### src/rtl/pipe_exe_mdu.sv
// ---------------------------------------------------------------------------
// pipe_exe_mdu
//
// Iterative multiply/divide unit for the EXE stage. It owns the architectural
// HI/LO registers and runs MULT/MULTU/DIV/DIVU as a 32-step shift-add or
// restoring shift-subtract. The pipeline keeps running during an operation.
// Only a later MDU instruction stalls, and only until the unit is idle again.
//
// Ports
//   clock       : rising-edge clock
//   resetn      : synchronous active-low reset
//   emdu_op     : E-stage MDU opcode (0 none, 1 MULT, 2 MULTU, 3 DIV, 4 DIVU,
//                 5 MFHI, 6 MFLO, 7 MTHI, 8 MTLO, others none)
//   ea          : rs operand (dividend / multiplicand / MTHI-MTLO data)
//   eb          : rt operand (divisor / multiplier)
//   mdu_stall   : combinational; MDU op presented while the unit is not idle
//   mdu_busy    : unit is in BUSY or FIX
//   mdu_result  : combinational; HI for MFHI, LO for MFLO, else 0
//   hi, lo      : architectural HI/LO registers
// ---------------------------------------------------------------------------
module pipe_exe_mdu #(
    parameter int ITER = 32
) (
    input  logic        clock,
    input  logic        resetn,
    input  logic [3:0]  emdu_op,
    input  logic [31:0] ea,
    input  logic [31:0] eb,
    output logic        mdu_stall,
    output logic        mdu_busy,
    output logic [31:0] mdu_result,
    output logic [31:0] hi,
    output logic [31:0] lo
);

    localparam logic [1:0] ST_IDLE = 2'd0;
    localparam logic [1:0] ST_BUSY = 2'd1;
    localparam logic [1:0] ST_FIX  = 2'd2;

    localparam logic [3:0] OP_MULT  = 4'd1;
    localparam logic [3:0] OP_MULTU = 4'd2;
    localparam logic [3:0] OP_DIV   = 4'd3;
    localparam logic [3:0] OP_DIVU  = 4'd4;
    localparam logic [3:0] OP_MFHI  = 4'd5;
    localparam logic [3:0] OP_MFLO  = 4'd6;
    localparam logic [3:0] OP_MTHI  = 4'd7;
    localparam logic [3:0] OP_MTLO  = 4'd8;

    localparam logic [5:0] LAST_COUNT = 6'(ITER - 1);

    logic [1:0]  state_q,   state_d;
    logic [5:0]  count_q,   count_d;
    logic [63:0] work_q,    work_d;     // mult: {partial, multiplier}; div: {remainder, quotient}
    logic [31:0] opnd_q,    opnd_d;     // multiplicand or divisor magnitude
    logic        is_div_q,  is_div_d;
    logic        neg_q,     neg_d;      // negate product / quotient at FIX
    logic        rem_neg_q, rem_neg_d;  // negate remainder at FIX (dividend sign)
    logic [31:0] hi_q,      hi_d;
    logic [31:0] lo_q,      lo_d;

    // ------------------------------------------------------------------
    // Opcode decode
    // ------------------------------------------------------------------
    logic is_mdu_op;
    logic is_start;
    logic start_signed;
    logic start_div;

    always_comb begin
        is_mdu_op    = (emdu_op >= OP_MULT) && (emdu_op <= OP_MTLO);
        is_start     = (emdu_op >= OP_MULT) && (emdu_op <= OP_DIVU);
        start_signed = (emdu_op == OP_MULT) || (emdu_op == OP_DIV);
        start_div    = (emdu_op == OP_DIV)  || (emdu_op == OP_DIVU);
    end

    // ------------------------------------------------------------------
    // Operand conditioning: magnitudes for signed ops, raw for unsigned
    // ------------------------------------------------------------------
    logic        a_neg;
    logic        b_neg;
    logic [31:0] a_mag;
    logic [31:0] b_mag;

    always_comb begin
        a_neg = start_signed && ea[31];
        b_neg = start_signed && eb[31];
        a_mag = a_neg ? (32'd0 - ea) : ea;
        b_mag = b_neg ? (32'd0 - eb) : eb;
    end

    // ------------------------------------------------------------------
    // One iteration step of each algorithm
    // ------------------------------------------------------------------
    logic [32:0] mul_sum;
    logic [63:0] mul_next;
    logic [32:0] div_part;
    logic [32:0] div_diff;
    logic        div_ge;
    logic [63:0] div_next;

    always_comb begin
        // Shift-add: add the multiplicand into the upper half when the
        // current multiplier LSB is set, then shift the whole word right
        // (the carry becomes the new MSB).
        mul_sum  = {1'b0, work_q[63:32]} + (work_q[0] ? {1'b0, opnd_q} : 33'd0);
        mul_next = {mul_sum, work_q[31:1]};

        // Restoring divide: shift the next dividend bit into the remainder
        // and subtract the divisor if it fits. The shifted remainder may
        // need 33 bits, the result never does.
        div_part = work_q[63:31];
        div_diff = div_part - {1'b0, opnd_q};
        div_ge   = (div_part >= {1'b0, opnd_q});
        div_next = {(div_ge ? div_diff[31:0] : div_part[31:0]), work_q[30:0], div_ge};
    end

    // ------------------------------------------------------------------
    // Final sign correction
    // ------------------------------------------------------------------
    logic [63:0] prod_fix;
    logic [31:0] quot_fix;
    logic [31:0] rem_fix;

    always_comb begin
        prod_fix = neg_q     ? (64'd0 - work_q)         : work_q;
        quot_fix = neg_q     ? (32'd0 - work_q[31:0])   : work_q[31:0];
        rem_fix  = rem_neg_q ? (32'd0 - work_q[63:32])  : work_q[63:32];
    end

    // ------------------------------------------------------------------
    // Next-state logic
    // ------------------------------------------------------------------
    always_comb begin
        state_d   = state_q;
        count_d   = count_q;
        work_d    = work_q;
        opnd_d    = opnd_q;
        is_div_d  = is_div_q;
        neg_d     = neg_q;
        rem_neg_d = rem_neg_q;
        hi_d      = hi_q;
        lo_d      = lo_q;

        case (state_q)
            ST_IDLE: begin
                if (is_start) begin
                    state_d   = ST_BUSY;
                    count_d   = 6'd0;
                    is_div_d  = start_div;
                    // A zero divisor leaves the quotient at all ones with no
                    // sign fix. The remainder ends up as |ea| and the dividend
                    // sign fix turns it back into ea exactly.
                    neg_d     = (a_neg ^ b_neg) && !(start_div && (eb == 32'd0));
                    rem_neg_d = start_div && a_neg;
                    if (start_div) begin
                        work_d = {32'd0, a_mag};
                        opnd_d = b_mag;
                    end else begin
                        work_d = {32'd0, b_mag};
                        opnd_d = a_mag;
                    end
                end else if (emdu_op == OP_MTHI) begin
                    hi_d = ea;
                end else if (emdu_op == OP_MTLO) begin
                    lo_d = ea;
                end
            end

            ST_BUSY: begin
                work_d  = is_div_q ? div_next : mul_next;
                count_d = count_q + 6'd1;
                if (count_q == LAST_COUNT) begin
                    state_d = ST_FIX;
                end
            end

            ST_FIX: begin
                if (is_div_q) begin
                    hi_d = rem_fix;
                    lo_d = quot_fix;
                end else begin
                    hi_d = prod_fix[63:32];
                    lo_d = prod_fix[31:0];
                end
                state_d = ST_IDLE;
            end

            default: begin
                state_d = ST_IDLE;
            end
        endcase
    end

    // ------------------------------------------------------------------
    // State registers
    // ------------------------------------------------------------------
    always_ff @(posedge clock) begin
        if (!resetn) begin
            state_q   <= ST_IDLE;
            count_q   <= 6'd0;
            work_q    <= 64'd0;
            opnd_q    <= 32'd0;
            is_div_q  <= 1'b0;
            neg_q     <= 1'b0;
            rem_neg_q <= 1'b0;
            hi_q      <= 32'd0;
            lo_q      <= 32'd0;
        end else begin
            state_q   <= state_d;
            count_q   <= count_d;
            work_q    <= work_d;
            opnd_q    <= opnd_d;
            is_div_q  <= is_div_d;
            neg_q     <= neg_d;
            rem_neg_q <= rem_neg_d;
            hi_q      <= hi_d;
            lo_q      <= lo_d;
        end
    end

    // ------------------------------------------------------------------
    // Outputs
    // ------------------------------------------------------------------
    always_comb begin
        mdu_stall = is_mdu_op && (state_q != ST_IDLE);
        mdu_busy  = (state_q != ST_IDLE);
        hi        = hi_q;
        lo        = lo_q;
        case (emdu_op)
            OP_MFHI: mdu_result = hi_q;
            OP_MFLO: mdu_result = lo_q;
            default: mdu_result = 32'd0;
        endcase
    end

endmodule
### config.mk
export PLATFORM = sky130hd
export DESIGN_NAME = pipe_exe_mdu
export DESIGN_NICKNAME = d
export VERILOG_FILES = /design/src/rtl/pipe_exe_mdu.sv
export SDC_FILE = /design/constraint.sdc
export NUM_CORES = 1
export LEC_CHECK = 0
export CAP_MARGIN = 20
export CELL_PAD_IN_SITES_DETAIL_PLACEMENT = 1
export CELL_PAD_IN_SITES_GLOBAL_PLACEMENT = 1
export CORE_ASPECT_RATIO = 1.1
export CORE_MARGIN = 4
export CORE_UTILIZATION = 41
export CTS_CLUSTER_DIAMETER = 30
export CTS_CLUSTER_SIZE = 16
export DETAILED_ROUTE_END_ITERATION = 7
export DONT_BUFFER_PORTS = 1
export PLACE_DENSITY = 0.77
export SLEW_MARGIN = 10
export SYNTH_ARGS = -nofsm -noshare
export SYNTH_HDL_FRONTEND = slang
export SYNTH_SLANG_ARGS = --single-unit
### constraint.sdc
create_clock -name clock -period 6.4 [get_ports clock]
set_input_delay 0.64 -clock clock [delete_from_list [all_inputs] [get_ports clock]]
set_output_delay 0.64 -clock clock [all_outputs]
set_load 0.05 [all_outputs]
==> metrics.md <==
| Metric | Value |
|---|---|
| Data arrival, critical path | 4700 ps |
| Met1 WL | 27.34 mm |
| Die height | 209.1 microns |
| Max cap viols | 0 |
| Number of synthesized flops with an enable pin | 0 |
| # hold bufs at CTS | 0 |
| CORE AREA | 0.03626 sq mm |
| Area Overhead vs Synth | 5.904% |
| Post-DRT Antenna Nets | 0 |
| Post-Synthesis Cell Area | 0.01507 sq mm |
| Vias | 16319 |
| Share of layout cells above drive strength 1 | 4.851% |
| Slowest cell on crit path | dfxtp_1 |
| Max Root-Sink Buffers | 2 |
| Drt drc | 0 |
| Vias per cell | 6.509 |
| Drt wl/cell | 26.89 microns |
| Async SR Flop Fraction | 0% |
| Nets | 2148 |
| Die width | 190.8 microns |
| Wire length on met2 | 31.20 mm |
| Num ports | 168 |
| Clock sink count | 171 |
| Min-delay worst type | input port to flip-flop |
| Top layer used by detailed routing | met4 |
| Layout Skew | 10.72 ps |
| Initial Util | 41.56% |
| RR Endpoint | work_q[44] |
| Area leader, netlist | dfxtp_1 |
| Diode count | 0 |
| Setup_tns | 0 ps |
| Minimum clock period | 4372 ps |
| Status | finished clean |
| Most common cell in the netlist | nor2_1 |
| WL final | 67.41 mm |
| Min setup slack post-route | 2028 ps |
| Post-CTS resize count | 0 |
| Delay-heaviest family, CP | compound AO/OA/AOI/OAI gates |
| Finished Cell Area | 0.01596 sq mm |
| CP endpoint | work_q[44] |
| Grt total ovfl | 0 |
| Post-CTS Setup Repair Bufs | 0 |
| Peak VDD IR | 0.1845 mV |
| Hold Vio Cnt, Final | 0 |
| P per Cell Area | 194.6 mW/mm^2 |
| DP Area | 0.01538 sq mm |
| Critical-path cell list | ha_1 -> and4_1 -> nand3_1 -> a21o_1 -> a2111oi_0 -> o211ai_1 -> nand2_1 -> buf_4 -> nor2_1 -> a221oi_1 -> o21ai_0 |
| Largest net degree at the start of global routing | 72 |
| Sequential element share of the synthesized area | 22.72% |
| Crit share post-route | 68.31% |
| Max Clk Rate | 228.7 MHz |
| Leak | 6.127 nW |
| Mean Syn Cell Area | 7.166 sq um |
| Initial antenna violation count | 0 |
| Synth warn | 0 |
| DP HPWL | 52.64 mm |
| H-tree depth | 4 |
| CTS tree | built |
| Prevailing post-synth register cell | dfxtp_1 |
| Top cells by area, synth | dfxtp_1 (23%), a21oi_1 (7.2%), nor2_1 (7.2%) |
| WS Path Type | flip-flop to flip-flop |
| Reg-to-reg startpoint | work_q[39] |
| Gpl congestion | 0.9745 |
| Unrepaired setup endpoints after global routing | no |
| CP bufs+invs | 1 |
| R2r setup slk | 2030 ps |
| Rows | 73 |
| Place WS | 2149 ps |
| Worst Reg-to-Reg Cells | 11 |
| Syn_nets | 2244 |
| Startpoint type of the worst setup path | flip-flop |
| Clock slew at reported path FFs | 80 ps |
| Max incr delay on CP | 690 ps |
| Setup crit start | work_q[39] |
| CTS buffer count | 17 |
| Total Routing Usage GR | 32.07% |
| Yosys top cell area share | 22.72% |
| Setup violators final | 0 |
| Required time worst endpoint | 6730 ps |
| Worst-Skew Late Latency | 460 ps |
| Clock root cell | clkbuf_16 |
| Commonest cells in the netlist | nor2_1 (289), a21oi_1 (217), nand2_1 (210) |
| Measured slew at the worst slew-check pin | 1121 ps |
| Slew headroom | 25.00% |
| Critical Path Stages | 11 |
| Drt pass-1 iters | 6 |
| Yosys reg bits | 171 |
| PortBufs | 0 |
| Fin. max-slew vios | 0 |
| Iteration-0 DRC Markers | 1470 |
| Met3 WL | 4.731 mm |
| CP max FO | 15 |
| First-pass GRT wire length | 98.97 mm |
| Unique masters post-synth | 81 |
| Critical path endpoint category | flip-flop |
| Final core occ | 44.01% |
| Synth Instances | 2103 |
| Number of global-route vias before repair | 16041 |
| Fill cell count | 4607 |
| Die area | 0.03989 sq mm |
-- how the worst min path moves through the flow --
stage                    start         end  slack (ps)  depth (start not counted)
CTS                     resetn   opnd_q[1]         290                          1
global route            resetn   opnd_q[1]         300                          1
floorplan           count_q[5]  count_q[5]         420                          1
detailed placement  count_q[5]  count_q[5]         450                          1
finish                  resetn    is_div_q         310                          1
global placement    count_q[5]  count_q[5]         440                          1
-- registers in the layout, summed over array words and instances, names as in the netlist --
register   cells
neg_q          1
rem_neg_q      1
hi            32
is_div_q       1
opnd_q        32
state_q        2
count_q        6
lo            32
work_q        64
-- power by group --
part           leakage [nW]  switching (mW)  internal (mW)
clock network         0.276           0.551          0.521
registers              1.39           0.116           1.11
logic                  4.46           0.524          0.285
-- area by class of cell --
type,instances,area (sq um),share of cell area (%)
inverters,66,249.0,1.560
well taps,487,609.3,3.818
flip-flops and latches,171,3427,21.47
repair buffers,30,225.2,1.411
clock buffers,17,425.4,2.666
multi-input cells,1721,10870,68.14
clock inverters,15,148.9,0.9330
-- metal layers --
| metal | up-vias | global-route usage, % |
|---|---|---|
| met5 | - | 0 |
| met4 | 0 | 17.86 |
| met3 | 171 | 4.728 |
| met2 | 693 | 53.14 |
| met1 | 8000 | 39.81 |
| li1 | 7455 | - |
-- cell usage in the layout, fill, tap and decap left out, types with 9 or more instances in the layout --
cell | Yosys | routed
nor2_1 | 289 | 289
a21oi_1 | 217 | 216
nand2_1 | 210 | 209
dfxtp_1 | 171 | 170
o21ai_0 | 115 | 115
a211oi_1 | 112 | 112
xnor2_1 | 96 | 96
ha_1 | 69 | 69
xor2_1 | 68 | 68
inv_1 | 65 | 65
a22o_1 | 46 | 46
mux2i_1 | 42 | 42
nand3_1 | 36 | 36
nor3_1 | 36 | 35
a21o_1 | 32 | 32
buf_4 | 2 | 30
a31oi_1 | 29 | 29
o31ai_1 | 27 | 27
nor4_1 | 19 | 19
and3_1 | 19 | 19
o221ai_1 | 18 | 18
clkbuf_16 | 0 | 17
nand2b_1 | 16 | 16
o211ai_1 | 16 | 16
a22oi_1 | 15 | 15
and2_1 | 14 | 14
nand4_1 | 13 | 13
or3_1 | 12 | 12
o21a_1 | 12 | 12
o41ai_1 | 10 | 10
o21bai_1 | 10 | 10
nor2b_1 | 11 | 9
-- through the flow --
step	power, mW	hold slack, ps	std cells
finish	3.106	305.2	2507
global route	3.221	295.3	2507
CTS	3.093	290.6	2507
detailed placement	2.035	453.6	2475
global placement	2.015	442.6	2475
floorplan	1.801	422.7	2103
-- kinds of logic after synthesis --
family | share of synthesized area [%]
compound gates | 31.43
xor+xnor | 9.532
fa+ha+maj | 5.995
buf+inv | 5.579
flops | 22.72
mux | 3.014
simple gates | 21.73
Note: power is estimated with default switching activity, not from simulation.
